File: config.mk
export PLATFORM = sky130hd
export DESIGN_NAME = dm_debug_arbiter
export DESIGN_NICKNAME = d
export VERILOG_FILES = /design/src/rtl/dm_debug_arbiter.sv
export SDC_FILE = /design/constraint.sdc
export NUM_CORES = 1
export LEC_CHECK = 0
export CORE_MARGIN = 8
export CORE_UTILIZATION = 50
export DETAILED_ROUTE_END_ITERATION = 7
export DONT_BUFFER_PORTS = 1
export GPL_TIMING_DRIVEN = 0
export HOLD_SLACK_MARGIN = 0.03
export PLACE_DENSITY = 0.75
export SLEW_MARGIN = 20
export SYNTH_ARGS = -nofsm -noshare
export SYNTH_HDL_FRONTEND = slang
export SYNTH_SLANG_ARGS = --single-unit
File: constraint.sdc
create_clock -name clk -period 1.75 [get_ports clk]
set_input_delay 0.525 -clock clk [delete_from_list [all_inputs] [get_ports clk]]
set_output_delay 0.525 -clock clk [all_outputs]
set_load 0.02 [all_outputs]
File: src/rtl/dm_debug_arbiter.sv
// Data-memory port arbiter: shares the single DM port between the CPU MEM stage and a debug reader.
// Optional auto-scan reader is enabled by defining DBG_DM_SCAN_EN.
module dm_debug_arbiter #(
  parameter int unsigned DBG_AW       = 10,
  parameter int unsigned STARVE_LIMIT = 4,
  parameter int unsigned SCAN_PERIOD  = 25000000
) (
  input  logic              clk,
  input  logic              rst,
  input  logic [31:0]       cpu_addr,
  input  logic [31:0]       cpu_wdata,
  input  logic              cpu_mem_read,
  input  logic              cpu_mem_write,
  output logic              cpu_stall,
  input  logic              dbg_en,
  input  logic              dbg_req,
  input  logic [DBG_AW-1:0] dbg_addr,
  input  logic              dbg_scan,
  output logic [31:0]       dbg_rdata,
  output logic              dbg_valid,
  output logic [DBG_AW-1:0] dbg_cur_addr,
  output logic              dbg_busy,
  output logic [31:0]       dm_addr,
  output logic [31:0]       dm_wdata,
  output logic              dm_mem_read,
  output logic              dm_mem_write,
  input  logic [31:0]       dm_rdata
);

  localparam int unsigned WCW = (STARVE_LIMIT > 0) ? $clog2(STARVE_LIMIT + 1) : 1;

  typedef enum logic [1:0] {IDLE = 2'd0, DBG_RD = 2'd1, DBG_CAP = 2'd2} state_e;

  state_e            state_q, state_d;
  logic              pending_q, pending_d;
  logic [WCW-1:0]    wait_cnt_q, wait_cnt_d;
  logic [DBG_AW-1:0] req_addr_q, req_addr_d;
  logic [DBG_AW-1:0] rd_addr_q, rd_addr_d;
  logic [DBG_AW-1:0] cur_addr_q, cur_addr_d;
  logic [31:0]       rdata_q, rdata_d;
  logic              valid_q, valid_d;

  logic              new_req;
  logic [DBG_AW-1:0] new_addr;
  logic              accept;
  logic              pend_eff;
  logic [DBG_AW-1:0] addr_eff;
  logic              cpu_access;

`ifdef DBG_DM_SCAN_EN
  localparam int unsigned PCW = (SCAN_PERIOD > 1) ? $clog2(SCAN_PERIOD) : 1;

  logic              scan_prev_q;
  logic [PCW-1:0]    period_q, period_d;
  logic [DBG_AW-1:0] scan_addr_q, scan_addr_d;
  logic              scanning, scan_rise, scan_tick;

  // While scanning, the injector replaces the external request source entirely.
  always_comb begin
    scanning    = dbg_scan && dbg_en;
    scan_rise   = scanning && !scan_prev_q;
    scan_tick   = scanning && !scan_rise && (period_q == PCW'(SCAN_PERIOD - 1));
    new_req     = scanning ? (scan_rise || scan_tick) : dbg_req;
    new_addr    = (scanning && !scan_rise) ? scan_addr_q : dbg_addr;
    period_d    = '0;
    if (scanning && !scan_rise && !scan_tick) period_d = period_q + 1'b1;
    scan_addr_d = scan_rise ? dbg_addr : scan_addr_q;
    if (scanning && new_req && !pending_q) scan_addr_d = new_addr + 1'b1;
  end

  always_ff @(posedge clk) begin
    if (rst) begin
      scan_prev_q <= 1'b0;
      period_q    <= '0;
      scan_addr_q <= '0;
    end else begin
      scan_prev_q <= dbg_scan;
      period_q    <= period_d;
      scan_addr_q <= scan_addr_d;
    end
  end
`else
  localparam int unsigned UNUSED_SCAN_PERIOD = SCAN_PERIOD;
  logic unused_scan;

  assign unused_scan = dbg_scan;
  assign new_req     = dbg_req;
  assign new_addr    = dbg_addr;
`endif

  assign cpu_access = cpu_mem_read || cpu_mem_write;
  assign accept     = dbg_en && new_req && !pending_q;
  assign pend_eff   = pending_q || accept;
  assign addr_eff   = pending_q ? req_addr_q : new_addr;

  // A request arriving in IDLE is arbitrated in the same cycle, giving DBG_RD one cycle later.
  always_comb begin
    // NOTE: every signal gets a default before the case so no path leaves it unassigned (no latches).
    state_d    = state_q;
    pending_d  = dbg_en && pend_eff;
    req_addr_d = addr_eff;
    wait_cnt_d = dbg_en ? wait_cnt_q : '0;
    rd_addr_d  = rd_addr_q;
    cur_addr_d = cur_addr_q;
    rdata_d    = rdata_q;
    valid_d    = 1'b0;
    case (state_q)
      IDLE: begin
        if (dbg_en && pend_eff) begin
          if (!cpu_access || wait_cnt_q == WCW'(STARVE_LIMIT)) begin
            state_d    = DBG_RD;
            rd_addr_d  = addr_eff;
            pending_d  = 1'b0;
            wait_cnt_d = '0;
          end else begin
            wait_cnt_d = wait_cnt_q + 1'b1;
          end
        end
      end
      DBG_RD:  state_d = DBG_CAP;
      DBG_CAP: begin
        state_d    = IDLE;
        rdata_d    = dm_rdata;
        cur_addr_d = rd_addr_q;
        valid_d    = 1'b1;
      end
      default: state_d = IDLE;
    endcase
  end

  always_ff @(posedge clk) begin
    // NOTE: sequential state uses non-blocking assignments so all flops update from pre-edge values.
    if (rst) begin
      state_q    <= IDLE;
      pending_q  <= 1'b0;
      wait_cnt_q <= '0;
      req_addr_q <= '0;
      rd_addr_q  <= '0;
      cur_addr_q <= '0;
      rdata_q    <= '0;
      valid_q    <= 1'b0;
    end else begin
      state_q    <= state_d;
      pending_q  <= pending_d;
      wait_cnt_q <= wait_cnt_d;
      req_addr_q <= req_addr_d;
      rd_addr_q  <= rd_addr_d;
      cur_addr_q <= cur_addr_d;
      rdata_q    <= rdata_d;
      valid_q    <= valid_d;
    end
  end

  always_comb begin
    dm_addr      = cpu_addr;
    dm_wdata     = cpu_wdata;
    dm_mem_read  = cpu_mem_read;
    dm_mem_write = cpu_mem_write;
    if (state_q == DBG_RD) begin
      dm_addr      = {{(32 - DBG_AW){1'b0}}, rd_addr_q};
      dm_mem_read  = 1'b1;
      dm_mem_write = 1'b0;
    end
  end

  assign cpu_stall    = (state_q == DBG_RD) && cpu_access;
  assign dbg_busy     = pending_q || (state_q != IDLE);
  assign dbg_rdata    = rdata_q;
  assign dbg_valid    = valid_q;
  assign dbg_cur_addr = cur_addr_q;

endmodule

==> reports/metrics.yaml, run 1 <==
setup_viol: 36
cts_tree: "done"
worstPathArrival_ns: 1.45
rrSetupSlack_ns: 0.12
worst-path-stages: 4
reg2reg_to: "rd_addr_q[7]$_SDFFE_PP0P_"
min_period_ns: 1.975
worst-path-buf-inv: 2
irDropWorstVdd_mv: 0.6623
post-place-cells: 430
cts_max_level: 3
cp_top_family: "flip-flops"
grt_pass1_wl_um: 13420
skew_ns: 0.01386
core_sq_mm: 0.005956
crit_type: "flop to output pin"
diodes: 0
cp-start-kind: "flop"
synth_seq_cells: 69
hold_buffers: 0
cts_root_buffer: "clkbuf_8"
timing.max_cap.violations: 0
grt_pass1_vias: 2457
syn_to_final_growth_pct: 19.20
fin_crit_sh: 1.129
setup_ws_ns: -0.2250
rsz0062_at_grt: "true"
grt_max_degree: 14
cts.sinks: 69
total_power_mw: 3.472
fp.dieArea_sq_mm: 0.008997
yosysSeqAreaShare: 0.4443
die_y_um: 94.86
tns_ns: -6.481
vias: 2418
cp_cell_sequence: "nand2b_4, buf_8, buf_8, mux2_4"
max_stage_delay_ns: 0.35
critical_path.startpoint: "state_q[1]$_SDFFE_PP0P_"
leakage_nw: 1.508
wl_per_cell_um: 20.07
slowest_stage: "dfxtp_4"
required_ns: 1.22
cts_buffers: 9
ff2ff_path_depth: 6
hold_path_class: "primary input to flop"
final_cells: 456
violations: "negative setup slack"
worst_pin_slew_ns: 0.4991
ys_types: 29
endpoint: "dm_addr[8]"
layout_commonest_cell: "nand2_1"
gp_congestion: 0.8787
ant_nets: 0
dp_hpwl_um: 6990
vias_per_cell: 5.303
cpMostUsedCell: "buf_8"
clkLatencyLatePin_ns: 0.35
r2r_start: "wait_cnt_q[0]$_SDFF_PP0_"
yosys_warnings: 0
drt_first_iter_violations: 54
avgSynthCellArea_sq_um: 8.758
worst_slew_margin_rel: 0.6673
fp.dieW_um: 94.86
io_pins: 224
path_max_fanout: 6
drc: 0
clockBufferDepth: 2
grt.total_usage: 0.1932
syn_area_sq_mm: 0.003109
fin_nets: 491
synthesis.nets: 470
io_buffers: 0
max_freq_mhz: 506.3
synth_cells: 355
initial_core_util: 0.5221
antenna_found_initial: 0
wirelength_um: 9153
power.density_mw_per_mm2: 936.9
rows: 28
clk_pin_slew_worst_paths_ns: 0.08
hold_viol_final: 0
hold_start: "dm_rdata[30]"
grt_remaining_overflow: 0
final_cell_mix: "84 x nand2_1, 66 x dfxtp_1, 45 x a21oi_1"
drive_gt1_frac: 0.3412
drv_slew: 0
critPathCaptureType: "output pin"
status: "finished with violations"
drt_pass1_iterations: 6
## synthesized netlist by cell type (all sizes together)
cell,instances,area share
nand2,84,0.10
dfxtp,69,0.44
buf,53,0.12
a21oi,45,0.072
and2,23,0.046
mux2,20,0.085
nor2,15,0.018
nor2b,12,0.024
mux2i,10,0.032
nand2b,3,0.0060
o311ai,3,0.0085
clkbuf,2,0.0024
ha,2,0.0080
inv,2,0.0024
nand4,2,0.0040
nor3,2,0.0032
a2bb2oi,1,0.0048
and2b,1,0.0028
nand3b,1,0.0024
nor3b,1,0.0024
o2111ai,1,0.0028
o21a,1,0.0024
o21ai,1,0.0016
or3,1,0.0024
## metal layers
metal / track usage / vias up / wire length [um]
met5: 0 / - / 0
met4: 0.07152 / 0 / 105
met3: 0.1032 / 12 / 1294
met2: 0.3273 / 135 / 4521
met1: 0.1981 / 1102 / 3231
li1: - / 1169 / -
## flip-flops by register name, indices dropped and copies added (netlist names)
name,count
dbg_cur_addr,10
dbg_rdata,32
dbg_valid,1
pending_q,1
rd_addr_q,10
req_addr_q,10
state_q,2
wait_cnt_q,3
## worst register-to-register path, stage by stage (launching register included)
cell and delay [ns]:
dfxtp_1 0.38, inv_1 0.07, ha_1 0.23, a2bb2oi_4 0.18
nand3b_1 0.16, buf_6 0.20, mux2_4 0.31
## worst min path at each step
stage	endpoint	depth (start not counted)
2_1_floorplan	dbg_cur_addr[9]$_SDFFE_PP0P_	2
3_3_place_gp	dbg_cur_addr[8]$_SDFFE_PP0P_	2
3_5_place_dp	dbg_cur_addr[7]$_SDFFE_PP0P_	2
4_1_cts	dbg_rdata[30]$_SDFFE_PP0P_	2
5_1_grt	dbg_rdata[30]$_SDFFE_PP0P_	2
6_report	dbg_rdata[30]$_SDFFE_PP0P_	2
## report_power, final
| group | internal, mW | total, mW | switching [mW] | leakage (nW) |
|---|---|---|---|---|
| registers | 1.60 | 1.62 | 0.0255 | 0.561 |
| clock network | 0.807 | 1.44 | 0.637 | 0.106 |
| logic | 0.176 | 0.406 | 0.230 | 0.841 |
## area by class of cell
type,count,area (sq um)
plain buffers,55,402.9
clock buffers,9,123.9
clock inverters,7,97.59
fillers,532,2250
inverters,2,7.507
multi-input cells,229,1464
flip-flops and latches,69,1390
well taps,75,93.84
repair buffers,10,126.4
## timing repair
action                                  CTS  global route
endpoints found under the setup margin   36            41
gates cloned                              3             0
buffers inserted                          4             3
pin swaps                                 9             8
endpoints found under the hold margin     0             0
gates resized for setup                  69            12
## through the flow
stage | instance area (sq um) | setup WS (ns) | util | hold slack (ns)
2_1_floorplan | 3109 | 0.04248 | - | 0.4361
6_report | 3706 | -0.2250 | 0.6223 | 0.3104
3_5_place_dp | 3203 | -0.1269 | 0.5378 | 0.4648
4_1_cts | 3630 | -0.2498 | 0.6095 | 0.2880
5_1_grt | 3706 | -0.2742 | 0.6223 | 0.2879
3_3_place_gp | 3203 | -0.1268 | 0.5378 | 0.4555
## cell families after synthesis
group,count (synthesis),synth area share
buf+inv,57,0.1252
mux,30,0.1167
fa+ha+maj,2,0.008047
compound gates,52,0.09256
simple gates,145,0.2133
flops,69,0.4443
No activity file was read; power rests on OpenSTA's default activity.
==> run 2, diff against run 1 <==
--- a/config.mk
+++ b/config.mk
@@ -5,13 +5,15 @@
 export SDC_FILE = /design/constraint.sdc
 export NUM_CORES = 1
 export LEC_CHECK = 0
+export CELL_PAD_IN_SITES_DETAIL_PLACEMENT = 0
+export CELL_PAD_IN_SITES_GLOBAL_PLACEMENT = 1
 export CORE_MARGIN = 8
-export CORE_UTILIZATION = 50
+export CORE_UTILIZATION = 42
 export DETAILED_ROUTE_END_ITERATION = 7
 export DONT_BUFFER_PORTS = 1
 export GPL_TIMING_DRIVEN = 0
 export HOLD_SLACK_MARGIN = 0.03
-export PLACE_DENSITY = 0.75
+export PLACE_DENSITY = 0.87
 export SLEW_MARGIN = 20
 export SYNTH_ARGS = -nofsm -noshare
 export SYNTH_HDL_FRONTEND = slang
==> run 2 against run 1 <==
Sequential share of layout area shrank 0.40 points. Sequential cell count is the same. Fmax is essentially flat. Highest routed layer unchanged. Non-clock buffer count shrank 1. Wire length shrank 1.5%. The flow still finishes with violations (negative setup slack).
==> reports/metrics.yaml, run 2 (synthesized netlist as in run 1, its figures left out) <==
fin_util: 0.5193  # was 0.6223
cts_max_level: 3  # unchanged
layout_commonest_cell: "nand2_1"  # unchanged
switchingPower_uw: 871.5  # was 892.4 uW
rsz0062_at_grt: "true"  # unchanged
cts_buffers: 9  # unchanged
fp.dieArea_sq_mm: 0.01041  # was 0.008997 sq mm
clkPwrFrac: 0.460  # was 0.416
path_max_fanout: 6  # unchanged
total_power_mw: 3.737  # was 3.472 mW
vias_per_cell: 4.967  # was 5.303
die_y_um: 102.0  # was 94.86 um
dp_hpwl_um: 7070  # was 6990 um
fin_crit_sh: 1.128  # was 1.129
max_freq_mhz: 506.8  # was 506.3 MHz
initial_core_util: 0.4310  # was 0.5221
io_buffers: 0  # unchanged
gp_congestion: 0.7226  # was 0.8787
drt_first_iter_violations: 42  # was 54
hold_viol_final: 0  # unchanged
rows: 31  # was 28
grt_max_degree: 14  # unchanged
stdcell_area_sq_mm: 0.003746  # was 0.003706 sq mm
critPathCaptureType: "output pin"  # unchanged
p_sw_frac: 0.2332  # was 0.2570
leakage_nw: 1.515  # was 1.508 nW
syn_to_final_growth_pct: 20.48  # was 19.20%
skew_ns: 0.006739  # was 0.01386 ns
irDropWorstVdd_mv: 0.5775  # was 0.6623 mV
power.density_mw_per_mm2: 997.5  # was 936.9 mW/mm^2
timing.max_cap.violations: 0  # unchanged
clockBufferDepth: 2  # unchanged
min_period_ns: 1.973  # was 1.975 ns
grt.total_usage: 0.1661  # was 0.1932
clk_pin_slew_worst_paths_ns: 0.07  # was 0.08 ns
worst_pin_slew_ns: 0.5353  # was 0.4991 ns
core_sq_mm: 0.007214  # was 0.005956 sq mm
cp-start-kind: "flop"  # unchanged
required_ns: 1.22  # about the same
ant_nets: 0  # unchanged
cts.sinks: 69  # unchanged
drive_gt1_frac: 0.3395  # was 0.3412
worst_slew_margin_rel: 0.6431  # was 0.6673
worstPathArrival_ns: 1.45  # about the same
grt_remaining_overflow: 0  # unchanged
diodes: 0  # unchanged
largest_register_ffs: 32  # unchanged
io_pins: 224  # unchanged
hold_path_class: "primary input to flop"  # unchanged
fin_nets: 490  # was 491
antenna_found_initial: 0  # unchanged
wirelength_um: 9014  # was 9153 um
clkLatencyLatePin_ns: 0.34  # was 0.35 ns
tns_ns: -5.685  # was -6.481 ns
grt_pass1_vias: 2590  # was 2,457
violations: "negative setup slack"  # unchanged
p_seq_frac: 0.434  # was 0.467
setup_ws_ns: -0.2232  # was -0.2250 ns
grt_pass1_wl_um: 13460  # was 13,420 um
status: "finished with violations"  # unchanged
drv_slew: 0  # unchanged
vias: 2379  # was 2,418
crit_type: "flop to output pin"  # unchanged
setup_viol: 36  # unchanged
fp.dieW_um: 102.0  # was 94.86 um
drt_pass1_iterations: 4  # was 6
placed_cell_area_sq_mm: 0.003233  # was 0.003203 sq mm
drc: 0  # unchanged
final_cell_mix: "84 x nand2_1, 66 x dfxtp_1, 45 x a21oi_1"  # unchanged
comb_power_share: 0.106  # was 0.117
cts_root_buffer: "clkbuf_8"  # unchanged
wl_per_cell_um: 18.82  # was 20.07 um
internal-power_mw: 2.865  # was 2.580 mW
cts_tree: "done"  # unchanged
==> run 2: final cells by class <==
type,instances,area (sq um)
clock buffers,9,123.9
well taps,99,123.9
multi-input cells,229,1446
plain buffers,55,400.4
fillers,677,3468
flip-flops and latches,69,1390
clock inverters,7,146.4
repair buffers,9,107.6
inverters,2,7.507
==> run 2: stage by stage <==
step / hold slack, ns / worst slack [ns] / std cells
6_report: 0.3133 / -0.2232 / 479
5_1_grt: 0.2925 / -0.2720 / 479
4_1_cts: 0.2927 / -0.2580 / 474
3_5_place_dp: 0.4633 / -0.1485 / 454
3_3_place_gp: 0.4553 / -0.1282 / 454
2_1_floorplan: 0.4361 / 0.04248 / 355
==> run 2: worst max-delay path, stage by stage, from the launching register on <==
cell	delay (ns)
dfxtp_4	0.35
nand2b_4	0.15
buf_8	0.14
buf_8	0.13
mux2_4	0.33
==> run 2: final timing paths <==
path | from | endpoint | slack (ns) | depth (start not counted)
worst max-delay path | state_q[1]$_SDFFE_PP0P_ | dm_addr[9] | -0.22 | 4
worst min-delay path | dm_rdata[15] | dbg_rdata[15]$_SDFFE_PP0P_ | 0.31 | 2
worst max register to register | state_q[1]$_SDFFE_PP0P_ | rd_addr_q[9]$_SDFFE_PP0P_ | 0.07 | 7
worst min register to register | rd_addr_q[2]$_SDFFE_PP0P_ | dbg_cur_addr[2]$_SDFFE_PP0P_ | 0.47 | 2
==> run 2: metal layers <==
metal / GRT usage / up-vias / wire (um) / share of wire
li1: - / 1161 / - / -
met5: 0 / - / 0 / 0
met1: 0.1563 / 1071 / 3220 / 0.36
met2: 0.2984 / 139 / 4472 / 0.50
met3: 0.09605 / 8 / 1245 / 0.14
met4: 0.04740 / 0 / 76 / 0.0084
==> run 2: timing repair <==
action | 4_1_cts | 5_1_grt
hold buffers | 0 | 0
gates cloned | 2 | 1
buffers inserted | 2 | 5
hold endpoints to repair | 0 | 0
pin swaps | 1 | 11
setup endpoints to repair | 36 | 36
resized for setup | 64 | 11
==> run 2: power groups by stage <==
stage | Clock, mW | Sequential, mW | Combinational, mW
finish | 1.72 | 1.62 | 0.395
detailed placement | 0 | 1.66 | 0.354
floorplan | 0 | 1.65 | 0.310
global route | 1.85 | 1.63 | 0.421
CTS | 1.76 | 1.62 | 0.397
global placement | 0 | 1.66 | 0.352
